File: src/rtl/wb_pkg.sv
// Shared writeback types for the register-file write path.
// One request is a single register-file write: valid, address, data.
package wb_pkg;

  localparam int RF_ADDR_W = 4;
  localparam int RF_DATA_W = 32;

  typedef struct packed {
    logic                 valid;
    logic [RF_ADDR_W-1:0] addr;
    logic [RF_DATA_W-1:0] data;
  } wb_req_t;

  function automatic wb_req_t mk_req(
    input logic                 v,
    input logic [RF_ADDR_W-1:0] a,
    input logic [RF_DATA_W-1:0] d
  );
    wb_req_t r;
    r.valid = v;
    r.addr  = a;
    r.data  = d;
    return r;
  endfunction

endpackage

File: src/rtl/ldr_wb_buffer.sv
// In-order LDR writeback queue with pop, push and cancel-by-address.
// Valid entries always sit compacted at the low indices; slot 0 is the head.
module ldr_wb_buffer
  import wb_pkg::*;
#(
  parameter int DEPTH = 2,
  parameter int CNT_W = $clog2(DEPTH + 1)
) (
  input  logic                 clk,
  input  logic                 rst_n,
  input  logic                 push,
  input  wb_req_t              push_req,
  input  logic                 pop,
  input  logic                 cancel_en,
  input  logic [RF_ADDR_W-1:0] cancel_addr,
  input  logic [RF_ADDR_W-1:0] chk_addr_a,
  input  logic [RF_ADDR_W-1:0] chk_addr_b,
  output wb_req_t              head,
  output logic [CNT_W-1:0]     count,
  output logic                 full,
  output logic                 empty,
  output logic                 pending_a,
  output logic                 pending_b
);

  wb_req_t          q     [DEPTH];
  wb_req_t          q_nxt [DEPTH];
  logic [CNT_W-1:0] cnt_q;
  logic [CNT_W-1:0] cnt_nxt;

  // Survivors are re-packed in order, then the new entry lands at the tail.
  always_comb begin
    int  idx;
    logic keep;
    idx  = 0;
    keep = 1'b0;
    for (int i = 0; i < DEPTH; i++) q_nxt[i] = '0;
    for (int i = 0; i < DEPTH; i++) begin
      keep = q[i].valid
           && !(pop && i == 0)
           && !(cancel_en && q[i].addr == cancel_addr);
      if (keep) begin
        q_nxt[idx] = q[i];
        idx        = idx + 1;
      end
    end
    if (push && idx < DEPTH) begin
      q_nxt[idx]       = push_req;
      q_nxt[idx].valid = 1'b1;
      idx              = idx + 1;
    end
    cnt_nxt = idx[CNT_W-1:0];
  end

  always_ff @(posedge clk or negedge rst_n) begin
    if (!rst_n) begin
      for (int i = 0; i < DEPTH; i++) q[i] <= '0;
      cnt_q <= '0;
    end else begin
      for (int i = 0; i < DEPTH; i++) q[i] <= q_nxt[i];
      cnt_q <= cnt_nxt;
    end
  end

  always_comb begin
    pending_a = 1'b0;
    pending_b = 1'b0;
    for (int i = 0; i < DEPTH; i++) begin
      if (q[i].valid && q[i].addr == chk_addr_a) pending_a = 1'b1;
      if (q[i].valid && q[i].addr == chk_addr_b) pending_b = 1'b1;
    end
  end

  assign head  = q[0];
  assign count = cnt_q;
  assign full  = (cnt_q == CNT_W'(DEPTH));
  assign empty = (cnt_q == '0);

endmodule

File: src/rtl/rf_write_arbiter.sv
// Arbitrates the single late register-file write port between ALU and LDR.
// ALU always wins; colliding LDR results queue and drain on idle cycles.
module rf_write_arbiter
  import wb_pkg::*;
#(
  parameter int DEPTH  = 2,
  parameter int ADDR_W = RF_ADDR_W,
  parameter int DATA_W = RF_DATA_W
) (
  input  logic                         clk,
  input  logic                         rst_n,
  input  logic                         alu_w_en,
  input  logic [ADDR_W-1:0]            alu_w_addr,
  input  logic [DATA_W-1:0]            alu_w_data,
  input  logic                         ldr_w_en,
  input  logic [ADDR_W-1:0]            ldr_w_addr,
  input  logic [DATA_W-1:0]            ldr_w_data,
  input  logic [ADDR_W-1:0]            chk_addr_a,
  input  logic [ADDR_W-1:0]            chk_addr_b,
  output logic                         rf_w_en,
  output logic [ADDR_W-1:0]            rf_w_addr,
  output logic [DATA_W-1:0]            rf_w_data,
  output logic                         ldr_stall,
  output logic                         pending_a,
  output logic                         pending_b,
  output logic [$clog2(DEPTH+1)-1:0]   buf_count
);

  localparam int CNT_W = $clog2(DEPTH + 1);

  wb_req_t          alu_req;
  wb_req_t          ldr_req;
  wb_req_t          head;
  wb_req_t          sel;
  logic             pop;
  logic             bypass;
  logic             push;
  logic             cancel_in;
  logic             full;
  logic             empty;
  logic [CNT_W-1:0] count;

  assign alu_req = mk_req(1'b1, alu_w_addr, alu_w_data);
  assign ldr_req = mk_req(1'b1, ldr_w_addr, ldr_w_data);

  // An empty queue can never be full, so bypass needs no stall check.
  always_comb begin
    sel    = '0;
    pop    = 1'b0;
    bypass = 1'b0;
    priority case (1'b1)
      alu_w_en: sel = alu_req;
      !empty: begin
        sel = head;
        pop = 1'b1;
      end
      ldr_w_en: begin
        sel    = ldr_req;
        bypass = 1'b1;
      end
      default: sel = '0;
    endcase
  end

  assign cancel_in = alu_w_en && (ldr_w_addr == alu_w_addr);
  assign push      = ldr_w_en && !full && !bypass && !cancel_in;

  ldr_wb_buffer #(
    .DEPTH (DEPTH),
    .CNT_W (CNT_W)
  ) u_buf (
    .clk         (clk),
    .rst_n       (rst_n),
    .push        (push),
    .push_req    (ldr_req),
    .pop         (pop),
    .cancel_en   (alu_w_en),
    .cancel_addr (alu_w_addr),
    .chk_addr_a  (chk_addr_a),
    .chk_addr_b  (chk_addr_b),
    .head        (head),
    .count       (count),
    .full        (full),
    .empty       (empty),
    .pending_a   (pending_a),
    .pending_b   (pending_b)
  );

  always_ff @(posedge clk or negedge rst_n) begin
    if (!rst_n) begin
      rf_w_en   <= 1'b0;
      rf_w_addr <= '0;
      rf_w_data <= '0;
    end else begin
      rf_w_en   <= sel.valid;
      rf_w_addr <= sel.addr;
      rf_w_data <= sel.data;
    end
  end

  assign ldr_stall = full;
  assign buf_count = count;

endmodule

File: config.mk
export PLATFORM = sky130hd
export DESIGN_NAME = rf_write_arbiter
export DESIGN_NICKNAME = d
export VERILOG_FILES = /design/src/rtl/wb_pkg.sv /design/src/rtl/ldr_wb_buffer.sv /design/src/rtl/rf_write_arbiter.sv
export SDC_FILE = /design/constraint.sdc
export NUM_CORES = 1
export LEC_CHECK = 0
export ABC_AREA = 0
export CAP_MARGIN = 10
export CELL_PAD_IN_SITES_DETAIL_PLACEMENT = 0
export CELL_PAD_IN_SITES_GLOBAL_PLACEMENT = 1
export CORE_MARGIN = 8
export CORE_UTILIZATION = 35
export CTS_CLUSTER_DIAMETER = 80
export DETAILED_ROUTE_END_ITERATION = 12
export PLACE_DENSITY = 0.78
export RECOVER_POWER = 25
export SYNTH_ARGS = -nofsm -noshare
export SYNTH_HDL_FRONTEND = slang
export SYNTH_SLANG_ARGS = --single-unit
File: constraint.sdc
create_clock -name clk -period 3 [get_ports clk]
set_input_delay 0.45 -clock clk [delete_from_list [all_inputs] [get_ports clk]]
set_output_delay 0.45 -clock clk [all_outputs]
set_load 0.1 [all_outputs]
==> metrics.md <==
| Metric | Value |
|---|---|
| Logic pwr share | 43.3% |
| Reg2reg path depth | 10 |
| Slew @ Worst Pin | 1.32 ns |
| Max Buffers Root-to-Sink | 2 |
| VDD IR max | 0.427 mV |
| Compound-cell area share of the yosys netlist | 24.7% |
| Setup bufs post-CTS | 0 |
| Layout cells sized above 1 | 18.1% |
| Final instance area | 0.00753 mm² |
| H-tree levels | 4 |
| FF-to-FF End | u_buf.head[24]$_DFF_PN0_ |
| Switching part of the total | 41.5% |
| Chip width | 141 µm |
| FF-to-FF Start | u_buf.q[33]$_DFF_PN0_ |
| IO Pins | 126 |
| Seq cells post-synth | 113 |
| Starting Density | 35.8% |
| MaxCap Viol Count | 0 |
| HP Class | in2async |
| TritonRoute pass-1 iters | 7 |
| DR vias/cell | 5.58 |
| Critical Path Source Type | primary input |
| Seq/Total Area, Yosys | 52.0% |
| Post-synth top area share | 52.0% |
| Critical Path Sink Type | flip-flop |
| Synth-to-Final Area Change | 38.6% |
| Crit path DAT | 2.95 ns |
| GPL Wtd Cong | 0.802 |
| Syn nets | 570 |
| Multiplexer share of the synthesized area | 0% |
| CP Class | in2reg |
| Reg power frac | 28.6% |
| Final ANT Viol Nets | 0 |
| Worst-path fanout max | 37 |
| Post-layout nets | 692 |
| Max Freq | 375 MHz |
| Initial antenna violation count | 0 |
| RSZ-0062 raised after global routing | false |
| Main combinational cell family by area after synthesis | compound AO/OA/AOI/OAI gates |
| Largest net degree at the start of global routing | 64 |
| Clk pwr share | 28.1% |
| Cts bufs inserted | 17 |
| Total gr overflow | 0 |
| DR vias | 4498 |
| Synth Area in XOR/XNOR | 4.67% |
| Worst Setup SP | alu_w_addr[2] |
| Final Util | 49.5% |
| Post-synthesis cell count | 483 |
| Max transition margin | 11.9% |
| Avg Inst Size Synth | 11.3 µm² |
| Vias in the first global route | 4709 |
| Area after DPL | 0.00688 mm² |
| Root Driver | clkbuf_16 |
| Tcrit/Tclk final | 88.8% |
| Cts repair resizes | 0 |
| WL/cell | 19.9 µm |
| IO Port Bufs | 125 |
| P_int | 0.00459 W |
| Die height | 141 µm |
| Final Max Tran Viols | 0 |
| Adder-cell share of the synthesized area | 0.691% |
| Rows | 45 |
| Leading post-synthesis cells by cell area | dfrtp_1 (52%), a222oi_1 (6.6%), o22a_1 (5.8%) |
| CTS tree | yes |
| DRC | 0 |
| Clk Latency, worst-skew pair | 0.41 ns |
| Post-synth top area cell | dfrtp_1 |
| Fraction of the mapped netlist area in simple logic gates | 10.4% |
| Die footprint | 0.0198 mm² |
| Pwr Density | 1040 mW/mm² |
| Syn. warnings | 0 |
| Net Sw Power | 0.00326 W |
| Num Clock Sinks | 113 |
| WP data required | 3.29 ns |
| Hpwl dp | 10700 µm |
| Async S/R FF share, synth | 100% |
| First-pass GRT wire length | 25200 µm |
| Final setup violation count | 0 |
| Clock skew | 0.00409 ns |
| Final WL | 16100 µm |
| LEAKAGE | 3.60 nW |
| Number of library cell types mapped by synthesis | 35 |
| # hold bufs at CTS | 0 |
| Number of synthesized flops with an enable pin | 0 |
| Synth Flop Type | dfrtp_1 |
| Multi-input logic area | 0.00224 mm² |
| Final hold vios | 0 |
| Overall global routing resource usage | 16.3% |
| Reg clk slew, reported paths | 0.06 ns |
| Layout fillers | 1358 |
| Antenna Cells | 0 |
| DR iter-0 viols | 425 |
| Placeable Area | 0.0152 mm² |
| Worst R2R Setup Slack | 0.45 ns |
| Post-layout min period | 2.66 ns |
| Storage cell area | 0.00283 mm² |
| Cell area after synthesis | 0.00544 mm² |
| Status | finished clean |
per-layer routing:
layer / GRT usage, % / up-vias / wire length [µm]
met5: 0 / - / 0
met2: 26.8 / 158 / 8090
li1: - / 2024 / -
met1: 19.6 / 2294 / 6750
met4: 7.58 / 0 / 313
met3: 4.32 / 22 / 911
cell families after synthesis:
group,Yosys count
AO/OA/AOI/OAI,153
flip-flops,113
AND/OR/NAND/NOR,100
buffers and inverters,85
XOR/XNOR,29
adder cells (fa/ha/maj),3
worst max-delay path, cell delays in order:
cell,delay (ns)
clkdlybuf4s50_1,0.52
xor2_1,0.21
nor3_1,0.31
a21oi_4,0.12
ha_1,0.24
nor2b_1,0.10
o21ai_1,0.10
a21o_1,0.18
or2_2,0.30
buf_12,0.19
o22a_1,0.22
placed cells by master (no fill, tap or decap), types with 2 or more instances in the layout:
master / n
buf_4: 56
dfrtp_2: 2
clkinv_4: 2
nand2_1: 41
a222oi_1: 36
xnor2_1: 8
o22a_1: 36
clkdlybuf4s50_1: 81
inv_1: 39
o21ai_0: 2
nor2b_1: 3
nand3_1: 5
bufinv_16: 5
buf_12: 9
clkbuf_16: 17
ha_1: 3
a21o_1: 37
clkinv_2: 3
xor2_1: 21
clkinvlp_4: 4
nor3_1: 5
nor3b_1: 36
o2bb2ai_1: 36
nor2_4: 2
dfrtp_1: 111
or2_2: 2
power groups by stage:
| stage | registers [W] | clock network (W) | logic (W) |
|---|---|---|---|
| 5_1_grt | 0.00230 | 0.00232 | 0.00362 |
| 6_report | 0.00225 | 0.00220 | 0.00340 |
| 3_5_place_dp | 0.00227 | 0 | 0.00342 |
| 3_3_place_gp | 0.00225 | 0 | 0.00333 |
| 2_1_floorplan | 0.00310 | 0 | 0.00158 |
| 4_1_cts | 0.00225 | 0.00225 | 0.00342 |
synthesized netlist by cell type, types with 2 or more instances:
cell type,number
dfrtp_1,113
nand2_1,41
inv_1,39
a21o_1,37
a222oi_1,36
nor3b_1,36
o22a_1,36
o2bb2ai_1,36
xor2_1,21
buf_2,17
clkbuf_1,16
xnor2_1,8
buf_6,7
nand3_1,5
nor3_1,5
clkbuf_2,3
ha_1,3
nor2b_1,3
buf_4,2
nor2_1,2
o21ai_0,2
or2_1,2
through the flow:
stage / setup WS, ns / hold WS [ns] / setup TNS (ns) / power (W) / cells
final: 0.337 / 0.329 / 0 / 0.00785 / 806
after global routing: 0.209 / 0.414 / 0 / 0.00823 / 806
after CTS: 0.362 / 0.0827 / 0 / 0.00792 / 806
after detailed placement: -0.0677 / 0.500 / -1.76 / 0.00569 / 774
after global placement: 0.0186 / 0.494 / 0 / 0.00558 / 774
after floorplan: 0.144 / 0.154 / 0 / 0.00468 / 483
worst max path at each step:
stage          cells past startpoint                       end  slack, ns
3_3_place_gp                      11  u_buf.head[23]$_DFF_PN0_       0.02
5_1_grt                           12  u_buf.head[18]$_DFF_PN0_       0.21
3_5_place_dp                      11  u_buf.head[11]$_DFF_PN0_      -0.07
6_report                          11  u_buf.head[24]$_DFF_PN0_       0.34
4_1_cts                           11  u_buf.head[24]$_DFF_PN0_       0.36
2_1_floorplan                     13  u_buf.head[10]$_DFF_PN0_       0.14
flip-flops by register name (all words and copies together), names as in the netlist:
register / count
u_buf.count: 2
rf_w_en: 1
u_buf.q: 37
rf_w_data: 32
rf_w_addr: 4
u_buf.head: 37
area by class of cell:
class,instances,share of cell area [%]
multi-input cells,285,29.8
inverters,40,1.99
flip-flops and latches,113,37.6
clock buffers,18,5.83
well taps,188,3.12
repair buffers,148,18.9
clock inverters,14,2.82
(Power assumes the default switching activity.)
